**src/rtl/aire_lcd_pkg.sv**
```systemverilog
// aire_lcd_pkg: LCD command/ASCII constants, FSM encodings and helpers shared by the A/C status LCD driver.
package aire_lcd_pkg;
  localparam logic [7:0] LCD_FUNC_SET = 8'h38;
  localparam logic [7:0] LCD_DISP_ON  = 8'h0C;
  localparam logic [7:0] LCD_ENTRY    = 8'h06;
  localparam logic [7:0] LCD_CLEAR    = 8'h01;
  localparam logic [7:0] LCD_LINE1    = 8'h80;
  localparam logic [7:0] CH_V    = 8'h56;
  localparam logic [7:0] CH_T    = 8'h54;
  localparam logic [7:0] CH_M    = 8'h4D;
  localparam logic [7:0] CH_S    = 8'h53;
  localparam logic [7:0] CH_SP   = 8'h20;
  localparam logic [7:0] CH_DASH = 8'h2D;
  localparam logic [7:0] CH_0    = 8'h30;
  typedef enum logic [1:0] {S_PWR_WAIT, S_INIT, S_IDLE, S_REFRESH} state_e;
  typedef enum logic [2:0] {W_PWR, W_IDLE, W_SETUP, W_PULSE, W_WAIT} wstate_e;
  function automatic int imax(input int a, input int b);
    return a > b ? a : b;
  endfunction
  function automatic logic [7:0] lcd_digit(input logic [2:0] x);
    return CH_0 + {5'd0, x};
  endfunction
endpackage

```
**src/rtl/lcd_byte_writer.sv**
```systemverilog
// lcd_byte_writer: drives one HD44780 byte (setup, E pulse, settle wait) and times the power-up delay with the same counter.
module lcd_byte_writer
  import aire_lcd_pkg::*;
#(
  parameter int T_POWERUP = 750000,
  parameter int T_SETUP   = 2,
  parameter int T_E_PULSE = 12,
  parameter int T_CMD     = 2500,
  parameter int T_CLEAR   = 90000
) (
  input  logic       clock,
  input  logic       reset,
  input  logic       start,
  input  logic       rs,
  input  logic [7:0] data,
  input  logic       long_wait,
  output logic       done,
  output logic       lcd_e,
  output logic       lcd_rs,
  output logic [7:0] lcd_data
);
  localparam int TMAX = imax(imax(T_POWERUP, T_CLEAR), imax(imax(T_CMD, T_E_PULSE), T_SETUP));
  localparam int TW = $clog2(TMAX + 1);
  localparam logic [TW-1:0] P_PWR   = TW'(T_POWERUP - 1);
  localparam logic [TW-1:0] P_SETUP = TW'(T_SETUP - 1);
  localparam logic [TW-1:0] P_PULSE = TW'(T_E_PULSE - 1);
  localparam logic [TW-1:0] P_CMD   = TW'(T_CMD - 1);
  localparam logic [TW-1:0] P_CLEAR = TW'(T_CLEAR - 1);

  wstate_e st_q, st_d;
  logic [TW-1:0] tm_q, tm_d;
  logic e_q, e_d, rs_q, rs_d, long_q, long_d;
  logic [7:0] data_q, data_d;

  assign lcd_e    = e_q;
  assign lcd_rs   = rs_q;
  assign lcd_data = data_q;

  // Power-up counts up from the reset value of 0; byte phases load and count down to 0.
  always_comb begin
    st_d   = st_q;
    tm_d   = tm_q;
    rs_d   = rs_q;
    data_d = data_q;
    long_d = long_q;
    done   = (st_q == W_PWR && tm_q == P_PWR) || (st_q == W_WAIT && tm_q == '0);
    case (st_q)
      W_PWR:   begin tm_d = tm_q + 1'b1; if (done) st_d = W_IDLE; end
      W_SETUP: if (tm_q == '0) begin st_d = W_PULSE; tm_d = P_PULSE; end else tm_d = tm_q - 1'b1;
      W_PULSE: if (tm_q == '0) begin st_d = W_WAIT; tm_d = long_q ? P_CLEAR : P_CMD; end else tm_d = tm_q - 1'b1;
      W_WAIT:  if (done) st_d = W_IDLE; else tm_d = tm_q - 1'b1;
      default: ;
    endcase
    if (start && (st_q == W_IDLE || done)) begin
      st_d   = W_SETUP;
      tm_d   = P_SETUP;
      rs_d   = rs;
      data_d = data;
      long_d = long_wait;
    end
    e_d = st_d == W_PULSE;
  end

  always_ff @(posedge clock or negedge reset) begin
    if (!reset) begin
      st_q   <= W_PWR;
      tm_q   <= '0;
      e_q    <= 1'b0;
      rs_q   <= 1'b0;
      data_q <= 8'h00;
      long_q <= 1'b0;
    end else begin
      st_q   <= st_d;
      tm_q   <= tm_d;
      e_q    <= e_d;
      rs_q   <= rs_d;
      data_q <= data_d;
      long_q <= long_d;
    end
  end
endmodule

```
**src/rtl/aire_lcd_driver.sv**
```systemverilog
// aire_lcd_driver: initialises a 16x2 HD44780 LCD and rewrites line 1 with the A/C speed/temp/mode/state whenever they change.
module aire_lcd_driver
  import aire_lcd_pkg::*;
#(
  parameter int T_POWERUP = 750000,
  parameter int T_SETUP   = 2,
  parameter int T_E_PULSE = 12,
  parameter int T_CMD     = 2500,
  parameter int T_CLEAR   = 90000
) (
  input  logic       clock,
  input  logic       reset,
  input  logic [1:0] vel,
  input  logic [2:0] temp,
  input  logic [2:0] mode,
  input  logic [1:0] ctl,
  output logic       lcd_rs,
  output logic       lcd_rw,
  output logic       lcd_e,
  output logic [7:0] lcd_data,
  output logic       busy
);
  state_e st_q, st_d;
  logic [3:0] idx_q, idx_d, nidx;
  logic [9:0] snap_q, snap_d, cur;
  logic valid_q, valid_d, busy_q, busy_d;
  logic start, rs, long_wait, done, init_phase, off;
  logic [7:0] data, cmd, rbyte;

  assign cur    = {vel, temp, mode, ctl};
  assign lcd_rw = 1'b0;
  assign busy   = busy_q;

  // nidx is the index of the byte that would be started this cycle.
  always_comb begin
    init_phase = st_q == S_PWR_WAIT || st_q == S_INIT;
    nidx = (st_q == S_INIT || st_q == S_REFRESH) ? idx_q + 4'd1 : 4'd0;
    cmd = nidx == 4'd0 ? LCD_FUNC_SET : nidx == 4'd1 ? LCD_DISP_ON : nidx == 4'd2 ? LCD_ENTRY : LCD_CLEAR;
    off = snap_q[1:0] == 2'b00;
    case (nidx)
      4'd0:    rbyte = LCD_LINE1;
      4'd1:    rbyte = CH_V;
      4'd2:    rbyte = off ? CH_DASH : lcd_digit({1'b0, snap_q[9:8]});
      4'd4:    rbyte = CH_T;
      4'd5:    rbyte = off ? CH_DASH : lcd_digit(snap_q[7:5]);
      4'd7:    rbyte = CH_M;
      4'd8:    rbyte = off ? CH_DASH : lcd_digit(snap_q[4:2]);
      4'd10:   rbyte = CH_S;
      4'd11:   rbyte = lcd_digit({1'b0, snap_q[1:0]});
      default: rbyte = CH_SP;
    endcase
    data      = init_phase ? cmd : rbyte;
    rs        = !init_phase && nidx != 4'd0;
    long_wait = init_phase && nidx == 4'd3;
  end

  always_comb begin
    st_d    = st_q;
    idx_d   = idx_q;
    snap_d  = snap_q;
    valid_d = valid_q;
    start   = 1'b0;
    case (st_q)
      S_PWR_WAIT: if (done) begin st_d = S_INIT; idx_d = '0; start = 1'b1; end
      S_INIT, S_REFRESH: if (done) begin
        if (idx_q == (st_q == S_INIT ? 4'd3 : 4'd11)) begin
          st_d    = S_IDLE;
          valid_d = valid_q || st_q == S_REFRESH;
        end else begin
          start = 1'b1;
          idx_d = nidx;
        end
      end
      default: if (!valid_q || cur != snap_q) begin
        st_d   = S_REFRESH;
        snap_d = cur;
        idx_d  = '0;
        start  = 1'b1;
      end
    endcase
    busy_d = st_d != S_IDLE;
  end

  always_ff @(posedge clock or negedge reset) begin
    if (!reset) begin
      st_q    <= S_PWR_WAIT;
      idx_q   <= '0;
      snap_q  <= '0;
      valid_q <= 1'b0;
      busy_q  <= 1'b1;
    end else begin
      st_q    <= st_d;
      idx_q   <= idx_d;
      snap_q  <= snap_d;
      valid_q <= valid_d;
      busy_q  <= busy_d;
    end
  end

  lcd_byte_writer #(
    .T_POWERUP(T_POWERUP), .T_SETUP(T_SETUP), .T_E_PULSE(T_E_PULSE), .T_CMD(T_CMD), .T_CLEAR(T_CLEAR)
  ) u_writer (
    .clock(clock), .reset(reset), .start(start), .rs(rs), .data(data), .long_wait(long_wait),
    .done(done), .lcd_e(lcd_e), .lcd_rs(lcd_rs), .lcd_data(lcd_data)
  );
endmodule

```
**config.mk**
```make
export PLATFORM = sky130hd
export DESIGN_NAME = aire_lcd_driver
export DESIGN_NICKNAME = d
export VERILOG_FILES = /design/src/rtl/aire_lcd_pkg.sv /design/src/rtl/lcd_byte_writer.sv /design/src/rtl/aire_lcd_driver.sv
export SDC_FILE = /design/constraint.sdc
export NUM_CORES = 1
export LEC_CHECK = 0
export ABC_CLOCK_PERIOD_IN_PS = 3100
export BUFFER_PORTS_ARGS = -buffer_cell sky130_fd_sc_hd__buf_2
export CORE_MARGIN = 3
export CORE_UTILIZATION = 50
export CTS_CLUSTER_DIAMETER = 40
export DETAILED_ROUTE_END_ITERATION = 16
export PLACE_DENSITY = 0.8
export SLEW_MARGIN = 20
export SYNTH_ARGS = -nofsm -noshare
export SYNTH_HDL_FRONTEND = slang
export SYNTH_HIERARCHICAL = 1
export SYNTH_SLANG_ARGS = --single-unit
```
**constraint.sdc**
```tcl
create_clock -name clock -period 3.1 [get_ports clock]
set_input_delay 0.465 -clock clock [delete_from_list [all_inputs] [get_ports clock]]
set_output_delay 0.465 -clock clock [all_outputs]
set_load 0.05 [all_outputs]
```
==> results of run 1 <==
-- worst max-delay path: cells and delay by family, from the launching register on --
family / cells / cell delay (ns)
and+or+nand+nor: 6 / 1.64
AOI/OAI and AO/OA: 4 / 0.60
DFF: 1 / 0.39
buffers and inverters: 2 / 0.31
-- routing by layer --
metal	vias up	share of wire, %	track usage (%)
met5	-	0	0
met1	1966	43	34.25
met3	32	9.3	5.479
li1	1897	-	-
met2	254	45	36.25
met4	0	2.1	7.667
-- flip-flops by register name (all words and copies together) (netlist names) --
name               count
busy                   1
u_writer/lcd_e         1
u_writer/st_q          3
valid_q                1
st_q                   2
u_writer/lcd_data      8
snap_q                10
u_writer/lcd_rs        1
idx_q                  4
u_writer/tm_q         20
u_writer/long_q        1
-- kinds of logic after synthesis --
family	Yosys count
AND/OR/NAND/NOR	195
multiplexers	21
flip-flops	52
XOR/XNOR	21
other	1
AO/OA/AOI/OAI	137
adder cells (fa/ha/maj)	3
buffers and inverters	47
-- per-stage QoR --
| step | setup TNS, ns | total power [mW] |
|---|---|---|
| final | 0 | 1.182 |
| after global routing | -0.1564 | 1.222 |
| after CTS | 0 | 1.181 |
| after detailed placement | 0 | 0.7270 |
| after global placement | 0 | 0.7259 |
| after floorplan | 0 | 0.7018 |
-- area by class of cell --
cell class	instances	share of cell area, %
multi-input cells	378	55.35
clock buffers	7	1.608
flip-flops and latches	52	27.49
repair buffers	77	11.28
inverters	12	0.9489
well taps	102	2.688
clock inverters	1	0.6326
-- timing repair --
action | CTS | global route
hold buffers | 0 | 0
resized for setup | 0 | 13
setup endpoints to repair | 0 | 18
buffers inserted | 0 | 10
-- placed cells by master, fill, tap and decap left out, types with 4 or more instances in the layout --
cell type,instances
or4_1,6
a22o_1,6
a32o_1,4
o21ai_0,32
a21oi_1,21
xnor2_1,18
o22ai_1,4
or3_1,4
nor2b_1,6
a211oi_1,4
buf_2,22
inv_1,8
nand2b_1,9
mux2_2,18
and3_1,8
nor4_1,13
nor2_1,27
and2_1,5
a31oi_1,5
nand4_1,12
nand3_1,20
dfrtp_1,49
nor3_1,10
nand2_1,42
inv_2,4
nor3b_1,4
o211ai_1,8
a21o_1,6
buf_4,54
clkbuf_8,5
-- final timing paths --
check,to,cells past startpoint
max reg2reg,u_writer/tm_q[2],12
max in group asynchronous,snap_q[8],2
min reg2reg,u_writer/lcd_data[3],1
min,u_writer/tm_q[17],1
min in group clock,snap_q[6],2
max,u_writer/tm_q[2],12
-- where the power goes --
part           switching [mW]  internal (mW)
combinational          0.0234         0.0112
clock                   0.228          0.242
sequential                  0          0.678
==> impl_metrics.yaml, run 1 <==
outcome:
  status: "complete, no violations"
clock_network:
  clk-insertion-delay-late_ns: 0.30
  cts_root_buffer: "clkbuf_8"
  clk_path_buf_depth: 2
  clkTransAtPathRegs_ns: 0.10
  cts_sinks: 52
  numCtsBuffers: 5
  cts_max_level: 2
  cts_tree: "done"
yosys:
  synth_fa_ha_area_share_pct: 0.9119
  synth_area_um2: 4116
  ys_top_cells_by_count: "dfrtp_1, nand2_1, o21ai_0"
  yosysMostFrequentCell: "dfrtp_1"
  synth_top_area_share_pct: 31.00
  yosys_warnings: 6
  synthSimpleGateAreaFrac_pct: 27.20
  ys_seq_area_share_pct: 31.64
  synth-edff-count: 0
  synth_flop_cell: "dfrtp_1"
  synth-compound-area-share_pct: 24.53
  async_flop_share_pct: 100.0
  ys_ff_latch: 52
  synth_top_cells_by_area: "dfrtp_1, mux2_2, o21ai_0"
  syn-instance-count: 477
  syn_avg_cell_area_um2: 8.630
  synth_cell_type_count: 86
  synth_fp_nets: 492
  synth_largest_area_cell: "dfrtp_1"
  synth_top_family_by_area: "simple AND/OR/NAND/NOR gates"
  synthMuxAreaShare_pct: 5.714
  synth-xor-area-share_pct: 4.468
detailed_routing:
  drtIter0Drc: 442
  num_vias: 4149
  wl_per_cell_um: 18.45
  drc: 0
  firstDrtPassIters: 5
  totalWireLength_mm: 11.60
  ant_nets: 0
  viasPerCell: 6.596
final_layout:
  ff_latch_area_um2: 1305
  multi_input_area_um2: 2628
  fin_util_pct: 60.49
  areaGrowthSynthToFinish_pct: 15.32
  diodes: 0
  final_nets: 541
  stdcell_area_um2: 4747
  fin_cells: 629
  num-fill-cells: 685
  drive_gt1_share_pct: 26.38
die:
  die_h_um: 96.74
  die_w_um: 96.74
  core_area_um2: 7848
  start_util_pct: 52.46
  rows: 32
  die-area_um2: 9358
  io_pins: 24
sta:
  worstMarginPinSlew_ns: 0.8317
  hold_violations: 0
  fmax_mhz: 326.7
  clock_skew_ns: 0.007356
  period_minus_slack_ns: 3.061
  relSlewSlack_pct: 44.12
  layout_setup_ws_ns: 0.03928
  holdWs_ns: 0.2547
  setup_viol: 0
  fin_crit_sh_pct: 98.73
  maxSlewViolCount: 0
setup_path:
  path_class: "reg2reg"
  r2r-start: "u_writer/tm_q[6]"
  slowest_delay_ns: 0.54
  crit_path_end_kind: "register"
  required_ns: 3.29
  cpMaxStageDelayCell: "or4bb_1"
  worst_ep_arrival_time_ns: 3.25
  cp-start-kind: "register"
  worstSetupStartpoint: "u_writer/tm_q[6]"
  worst-path-max-fanout: 5
  path_cells: "or4bb_1, nor4_2, and2_4, a21o_1, a21boi_4, inv_2, nand2_1, nor4_4, buf_4, nor3_1, a31oi_1, o22ai_1"
  rrSetupSlack_ns: 0.04
placement:
  post-place-ws_ns: 0.09618
  gp_congestion: 0.9701
  dp_hpwl_mm: 8.287
  placed_area_um2: 4534
  portBuffers: 22
  placedCellCount: 611
global_route:
  grt_overflow: 0
  grt_antenna_before_repair: 0
  track_usage_pct: 24.04
  grt_pass1_vias: 3846
  grt_max_degree: 35
  grt_pass1_wl_mm: 18.88
min_path:
  hold_class: "in2async"
pwr:
  vdd_drop_max_uv: 272.5
  leakage_nw: 1.996
  power_density_nw_per_um2: 249.1
run:
  maxCapViolations: 0
(Power assumes the default switching activity.)
==> run 2: changes to the inputs <==
Settings changed: CORE_MARGIN 3 to 2, PLACE_DENSITY 0.8 to default, PLACE_DENSITY_LB_ADDON from default to 0.1.
==> run 2 against run 1 <==
Global-route usage grew 2.7 points. Largest power group unchanged. Sequential share of layout area grew 0.40 points. Non-clock buffer count shrank 12. Cell area shrank 1.6%. Combinational power is essentially flat. Critical path depth is the same. Routed wire length grew 0.81%.
==> impl_metrics.yaml, run 2 (synthesis gave the netlist of run 1 again) <==
setup_path:
  worst_ep_arrival_time_ns: 3.08
  r2r_cells: 12
  rrSetupSlack_ns: 0.23
  required_ns: 3.31
  worst-path-max-fanout: 9
  cp-start-kind: "register"
  crit_path_end_kind: "register"
  path_class: "reg2reg"
clock_network:
  cts_root_buffer: "clkbuf_8"
  cts_sinks: 52
  postCtsSetupBuffers: 0
  clk_path_buf_depth: 2
  clkTransAtPathRegs_ns: 0.11
  numCtsBuffers: 5
  cts_max_level: 2
  cts_tree: "done"
  clk-insertion-delay-late_ns: 0.32
pwr:
  power_density_nw_per_um2: 262.7
  pwr-share-seq_pct: 55.3
  vdd_drop_max_uv: 169.4
  p_int_mw: 0.9538
  leakage_nw: 1.976
  p_sw_share_pct: 22.26
  power_switching_mw: 0.2731
  combinationalPowerShare_pct: 2.8
  clockPowerShare_pct: 42.0
die:
  die_h_um: 94.74
  core_area_um2: 8093
  die_w_um: 94.74
  die-area_um2: 8975
  rows: 33
  io_pins: 24
  start_util_pct: 50.87
sta:
  fmax_mhz: 347.9
  clock_skew_ns: 0.02056
  setup_viol: 0
  relSlewSlack_pct: 56.49
  maxSlewViolCount: 0
  hold_violations: 0
  worstMarginPinSlew_ns: 0.6525
  fin_tns_setup_ns: 0
  period_minus_slack_ns: 2.874
  fin_crit_sh_pct: 92.72
detailed_routing:
  drc: 0
  viasPerCell: 6.326
  drtIter0Drc: 245
  totalWireLength_mm: 11.70
  ant_nets: 0
  num_vias: 3922
  wl_per_cell_um: 18.87
  firstDrtPassIters: 7
min_path:
  hold_class: "in2reg"
  hold_depth: 2
global_route:
  grt_antenna_before_repair: 0
  grt_max_degree: 45
  grt_pass1_vias: 3745
  grt_pass1_wl_mm: 18.80
  grt_overflow: 0
  track_usage_pct: 26.75
placement:
  placed_area_um2: 4503
  placedCellCount: 611
  portBuffers: 22
  dp_hpwl_mm: 8.636
  gp_congestion: 0.9388
final_layout:
  ff_latch_area_um2: 1303
  top_register: "u_writer/tm_q"
  multi_input_area_um2: 2635
  num-fill-cells: 763
  largest_reg_flops: 20
  stdcell_area_um2: 4671
  diodes: 0
  final_common_cell: "dfrtp_1"
  final_cell_mix: "dfrtp_1, nand2_1, buf_4"
  fin_cells: 620
  drive_gt1_share_pct: 23.88
  fin_util_pct: 57.71
  areaGrowthSynthToFinish_pct: 13.47
  final_nets: 529
outcome:
  status: "complete, no violations"
run:
  maxCapViolations: 0
==> run 2: changes by cell type in the layout (fill, tap and decap cells not counted), sizes merged <==
cell         before  now
clkinv            0    1
buf              77   64
clkbuf            7    6
dlygate4sd3       0    1
==> run 2: final cells by class <==
| class | instances | share of cell area [%] |
|---|---|---|
| Timing Repair Buffer | 65 | 9.322 |
| Tap cell | 105 | 2.813 |
| Clock inverter | 2 | 0.8304 |
| Clock buffer | 6 | 1.768 |
| Inverter | 12 | 0.9644 |
| Sequential cell | 52 | 27.89 |
| Multi-Input combinational cell | 378 | 56.42 |
==> run 2: worst max-delay path, stage by stage (launching register included) <==
cell	delay [ns]
dfrtp_1	0.47
or4bb_1	0.48
nor4_4	0.30
and2_4	0.20
a21o_1	0.14
a21boi_4	0.10
inv_1	0.15
nand2_1	0.11
nor4_4	0.21
buf_4	0.20
nor3_2	0.08
a32oi_1	0.23
o21ai_0	0.10
==> run 2: timing repair <==
action	in CTS	in global routing
endpoints found under the setup margin	0	18
gates resized for setup	0	8
hold buffers	1	0
hold endpoints to repair	3	0
==> run 2: routing by layer <==
layer / track usage, % / vias to the layer above / wire length, um / share of wire [%]
met1: 33.40 / 1902 / 4947 / 42
met4: 10.14 / 0 / 323 / 2.8
met2: 47.28 / 133 / 5935 / 51
li1: - / 1865 / - / -
met3: 2.953 / 22 / 491 / 4.2
met5: 0 / - / 0 / 0
==> run 2: path summary, 6_finish.rpt <==
path / from / endpoint
min: mode[2] / snap_q[4]
min reg2reg: u_writer/lcd_data[5] / u_writer/lcd_data[5]
min in group asynchronous: reset / u_writer/tm_q[12]
max in group asynchronous: reset / u_writer/long_q
max reg2reg: u_writer/tm_q[8] / u_writer/tm_q[12]
max: u_writer/tm_q[8] / u_writer/tm_q[12]
==> run 2: per-stage QoR <==
stage                     setup WS, ns  hold slack, ns  total power, mW
final                           0.2256          0.3995            1.227
after global routing         -0.003093          0.4028            1.266
after CTS                      0.05270          0.3949            1.239
after detailed placement       0.08777          0.3429           0.7262
after global placement          0.1858          0.3433           0.7254
after floorplan                0.09335          0.1694           0.7018
==> run 2: power groups by stage <==
stage	Sequential, mW	Clock, mW	Combinational (mW)
finish	0.678	0.515	0.0343
global route	0.678	0.549	0.0391
CTS	0.678	0.525	0.0361
detailed placement	0.691	0	0.0350
global placement	0.691	0	0.0343
floorplan	0.691	0	0.0104
